==> src/rtl/icache_pkg.sv <==
// icache_pkg: shared widths, line count default, I/O region constant and FSM states.
package icache_pkg;
  localparam int ADDR_WIDTH = 32;
  localparam int DATA_WIDTH = 32;
  localparam int ICACHE_LINES = 256;
  localparam int PHYS_MSB = 17;
  localparam logic [1:0] IO_REGION = 2'b11;
  typedef enum logic [1:0] {IDLE, MISS, RESP} state_t;
  function automatic logic is_io(input logic [1:0] region);
    return region == IO_REGION;
  endfunction
endpackage

==> src/rtl/icache_mem.sv <==
// icache_mem: valid/tag/data arrays, combinational read, synchronous write; only valid bits reset.
module icache_mem
  import icache_pkg::*;
#(
  parameter int LINES = 256,
  parameter int INDEX_W = 8,
  parameter int TAG_W = 8
) (
  input  logic                  clk_in,
  input  logic                  rst_in,
  input  logic [INDEX_W-1:0]    rd_index,
  output logic                  rd_valid,
  output logic [TAG_W-1:0]      rd_tag,
  output logic [DATA_WIDTH-1:0] rd_data,
  input  logic                  we,
  input  logic [INDEX_W-1:0]    wr_index,
  input  logic [TAG_W-1:0]      wr_tag,
  input  logic [DATA_WIDTH-1:0] wr_data
);
  logic [LINES-1:0] valid;
  logic [TAG_W-1:0] tags [LINES];
  logic [DATA_WIDTH-1:0] data [LINES];
  assign rd_valid = valid[rd_index];
  assign rd_tag = tags[rd_index];
  assign rd_data = data[rd_index];
  always_ff @(posedge clk_in or posedge rst_in)
    if (rst_in) valid <= '0;
    else if (we) valid[wr_index] <= 1'b1;
  always_ff @(posedge clk_in)
    if (we) begin
      tags[wr_index] <= wr_tag;
      data[wr_index] <= wr_data;
    end
endmodule

==> src/rtl/icache.sv <==
// icache: direct-mapped one-word-line instruction cache between IF and MemCtrl.
// Define ICACHE_EN to build the arrays and hit path; otherwise every fetch goes to MemCtrl.
module icache
  import icache_pkg::*;
#(
  parameter int LINES = ICACHE_LINES
) (
  input  logic                  clk_in,
  input  logic                  rst_in,
  input  logic                  rdy_in,
  input  logic                  rdy_inst_if_in,
  input  logic [ADDR_WIDTH-1:0] inst_addr_if_in,
  output logic [DATA_WIDTH-1:0] inst_if_out,
  output logic                  rdy_inst_if_out,
  output logic                  rdy_inst_mc_out,
  output logic [ADDR_WIDTH-1:0] inst_addr_mc_out,
  input  logic [DATA_WIDTH-1:0] inst_mc_in,
  input  logic                  rdy_inst_mc_in,
  input  logic                  refresh_rob_cdb_in
);
  localparam int INDEX_W = $clog2(LINES);
  localparam int TAG_W = PHYS_MSB + 1 - INDEX_W - 2;
  state_t state, state_n;
  logic [DATA_WIDTH-1:0] inst_n, rd_data;
  logic [ADDR_WIDTH-1:0] mc_addr_n;
  logic if_rdy_n, mc_rdy_n, hit;
`ifdef ICACHE_EN
  logic rd_valid, fill;
  logic [TAG_W-1:0] rd_tag;
  // A fill also lands when refresh coincides with the MemCtrl reply: the word matches its address.
  assign fill = rdy_in && state == MISS && rdy_inst_mc_in && !is_io(inst_addr_mc_out[PHYS_MSB -: 2]);
  assign hit = rd_valid && rd_tag == inst_addr_if_in[PHYS_MSB:INDEX_W+2];
  icache_mem #(.LINES(LINES), .INDEX_W(INDEX_W), .TAG_W(TAG_W)) u_mem (
    .clk_in,
    .rst_in,
    .rd_index(inst_addr_if_in[INDEX_W+1:2]),
    .rd_valid,
    .rd_tag,
    .rd_data,
    .we(fill),
    .wr_index(inst_addr_mc_out[INDEX_W+1:2]),
    .wr_tag(inst_addr_mc_out[PHYS_MSB:INDEX_W+2]),
    .wr_data(inst_mc_in)
  );
`else
  assign hit = 1'b0;
  assign rd_data = '0;
`endif
  always_comb begin
    state_n = state;
    if_rdy_n = 1'b0;
    inst_n = inst_if_out;
    mc_rdy_n = rdy_inst_mc_out;
    mc_addr_n = inst_addr_mc_out;
    if (refresh_rob_cdb_in) begin
      state_n = IDLE;
      mc_rdy_n = 1'b0;
    end else
      case (state)
        IDLE:
          if (rdy_inst_if_in) begin
            state_n = hit ? RESP : MISS;
            if_rdy_n = hit;
            inst_n = hit ? rd_data : inst_if_out;
            mc_rdy_n = !hit;
            mc_addr_n = hit ? inst_addr_mc_out : inst_addr_if_in & ~32'h3;
          end
        MISS:
          if (rdy_inst_mc_in) begin
            state_n = RESP;
            mc_rdy_n = 1'b0;
            if_rdy_n = 1'b1;
            inst_n = inst_mc_in;
          end
        default: state_n = IDLE;
      endcase
  end
  always_ff @(posedge clk_in or posedge rst_in)
    if (rst_in) begin
      state <= IDLE;
      rdy_inst_if_out <= 1'b0;
      inst_if_out <= '0;
      rdy_inst_mc_out <= 1'b0;
      inst_addr_mc_out <= '0;
    end else if (rdy_in) begin
      state <= state_n;
      rdy_inst_if_out <= if_rdy_n;
      inst_if_out <= inst_n;
      rdy_inst_mc_out <= mc_rdy_n;
      inst_addr_mc_out <= mc_addr_n;
    end
endmodule

==> config.mk <==
export PLATFORM = sky130hd
export DESIGN_NAME = icache
export DESIGN_NICKNAME = d
export VERILOG_FILES = /design/src/rtl/icache_pkg.sv /design/src/rtl/icache_mem.sv /design/src/rtl/icache.sv
export SDC_FILE = /design/constraint.sdc
export NUM_CORES = 1
export LEC_CHECK = 0
export CAP_MARGIN = 20
export CORE_MARGIN = 5
export CORE_UTILIZATION = 30
export CTS_BUF_LIST = sky130_fd_sc_hd__clkbuf_16
export DETAILED_ROUTE_END_ITERATION = 8
export PLACE_DENSITY = 0.65
export SYNTH_ARGS = -nofsm -noshare
export SYNTH_HDL_FRONTEND = slang
export SYNTH_SLANG_ARGS = --single-unit
==> constraint.sdc <==
create_clock -name clk_in -period 1.89 [get_ports clk_in]
set_input_delay 0.378 -clock clk_in [delete_from_list [all_inputs] [get_ports clk_in]]
set_output_delay 0.378 -clock clk_in [all_outputs]
set_load 0.02 [all_outputs]
==> results.ini <==
[final_layout]
diodes=0
areaGrowthSynthToFinish_pct=67.6
final-instance-count-excl-fill=407
fillers=758
nets=364
layout-drive-gt1-share_pct=28.4

[setup_path]
path_max_fanout=16
end_kind=register
startpoint=rdy_in
reg2reg_slack_ns=0.13
rr_startpoint=state[0]
critPathLaunchType=input pin
arrival_ns=2.04
path_class=in2reg
cp_data_required_time_ns=2.09

[timing]
fin_skew_ns=0.00402
post-route-min-period_ns=1.83
slew_viol_final=0
final-setup-viol-count=0
fin_crit_sh_pct=97.1
finalWorstSetupSlack_ns=0.0552
max_clock_freq_mhz=545
finalHoldViolCount=0
rsz0062_at_grt=no

[yosys]
yosysMostFrequentCell=dfrtp_1
synth_commonest_cells=dfrtp_1, mux2_2, mux2_4
netlist_instances=153
syn_avg_cell_area_um2=17.4
synth.largest_area_cell=dfrtp_1
syn_area_um2=2660
yosys_warnings=0
ys.flop_type=dfrtp_1
synthDominantCellAreaShare_pct=62.1
synthTopCellsByArea=dfrtp_1, mux2_4, mux2_2, buf_12, mux2_1
synthDistinctLibCells=20
ys_seq_area_share_pct=62.1
postSynthRegisterBits=66
synth_edf_count=0
async_reset_ff_share_pct=100

[power]
leakage_uw=0.00200
powerDensity_nw_per_um2=1340
ir_worst_vdd_mv=0.692
power.total_uw=5980

[detailed_routing]
wl_per_cell_um=16.0
vias_per_cell=4.38
drt-initial-drc-count=32
wirelength_um=6490
dr.pass1.iters=4
via_count=1783
postRouteAntennaNets=0
drc=0

[place]
dp.cells=390
dp_hpwl_um=4660
pre_cts_slack_ns=-0.381
io_buffer_count=131
place_congestion=0.724

[die]
io_pins=136
die_w_um=104
die_area_um2=10800
initial_utilization_pct=30.6
core_area_um2=8680
num_rows=34
die_h_um=104

[grt]
grt-ovfl-total=0
grt_pass1_wl_um=10700
antenna_found_initial=0
track_usage_pct=12.3
grt_max_degree=35
first_global_vias=1945

[clock_network]
clock_sinks=66
cts_tree=done
cts.path.max_buffers=2
clk_pin_slew_worst_paths_ns=0.05
root_buffer=clkbuf_16
cts_setup_buffers=0
htreeDepth=3
numCtsBuffers=9
clk_latency_ns=0.32

[worst_hold_path]
min_path_type=in2async

[outcome]
status=complete, no violations

[run]
drv_cap=0

[path summary, 6_finish.rpt]
path | endpoint | cells after the start
max in group asynchronous | inst_if_out[15] | 3
setup / recovery | inst_addr_mc_out[18] | 5
min in group clk_in | rdy_inst_mc_out | 2
hold / removal | inst_if_out[1] | 2
setup reg to reg | inst_addr_mc_out[18] | 4
hold reg to reg | inst_if_out[18] | 1
[power breakdown]
group          total (uW)  internal (uW)  switching (uW)
clock                1710           1140             574
sequential           2080           1850             227
combinational        2190           1260             927
total                5980           4250            1730
[state kept, by name (all words and copies together) (netlist names)]
name and cells:
rdy_inst_if_out 1, inst_if_out 32, inst_addr_mc_out 30, rdy_inst_mc_out 1
state 2
[layout make-up]
| class | instances | area (um2) | share of cell area (%) |
|---|---|---|---|
| clock buffers | 9 | 225 | 5.06 |
| inverters | 3 | 15.0 | 0.337 |
| well taps | 108 | 135 | 3.03 |
| multi-input cells | 76 | 901 | 20.2 |
| flip-flops and latches | 66 | 1650 | 37.1 |
| clock inverters | 7 | 85.1 | 1.91 |
| repair buffers | 138 | 1440 | 32.4 |
[per-layer routing]
layer,vias up,track usage [%],routed length (um)
met4,0,5.27,142
met1,884,14.2,2770
met3,13,4.47,446
met2,73,20.3,3140
met5,-,0,0
li1,813,-,-
[worst max-delay path: stages]
cell	delay (ns)
clkdlybuf4s50_1	0.47
inv_1	0.06
or4_4	0.51
bufbuf_16	0.32
mux2_4	0.30
[repair_timing]
action / CTS / global route
cloned: 1 / 0
hold endpoints to repair: 0 / 0
gates resized for setup: 1 / 1
hold buffers: 0 / 0
setup endpoints to repair: 30 / 9
[through the flow]
stage	setup TNS [ns]	instance area, um2	hold slack (ns)	utilization (%)
after global placement	-16.15	4110	0.468	47.3
after detailed placement	-17.25	4110	0.476	47.3
after CTS	0	4450	0.410	51.3
after global routing	0	4450	0.439	51.3
after floorplan	0	2670	0.486	-
final	0	4450	0.408	51.3
[cell usage in the layout, fill, tap and decap left out]
master and instances:
clkbuf_16 9, buf_4 2, nor3_1 1, o311ai_0 1, bufbuf_16 1, mux2_2 32
clkdlybuf4s50_1 130, dfrtp_1 66, clkinv_2 2, a21oi_1 1, mux2_4 28, bufinv_16 2
or4_4 1, conb_1 2, nand2b_1 1, dlymetal6s2s_1 1, nand2_1 3, a21o_1 1
nor4_4 1, clkinv_1 1, buf_12 4, clkinvlp_4 2, inv_1 3, o21ai_0 1
mux2_1 2, a21o_2 1
[cells by family (layout without fill, tap and decap cells)]
logic type             count (synthesis)  after routing  synth area share (%)
AO/OA/AOI/OAI                          5              5                  1.32
AND/OR/NAND/NOR                        7              7                  1.93
other                                  1              2                 0.141
flip-flops                            66             66                  62.1
multiplexers                          62             62                  30.2
buffers and inverters                 12            157                  4.24
(Power assumes the default switching activity.)
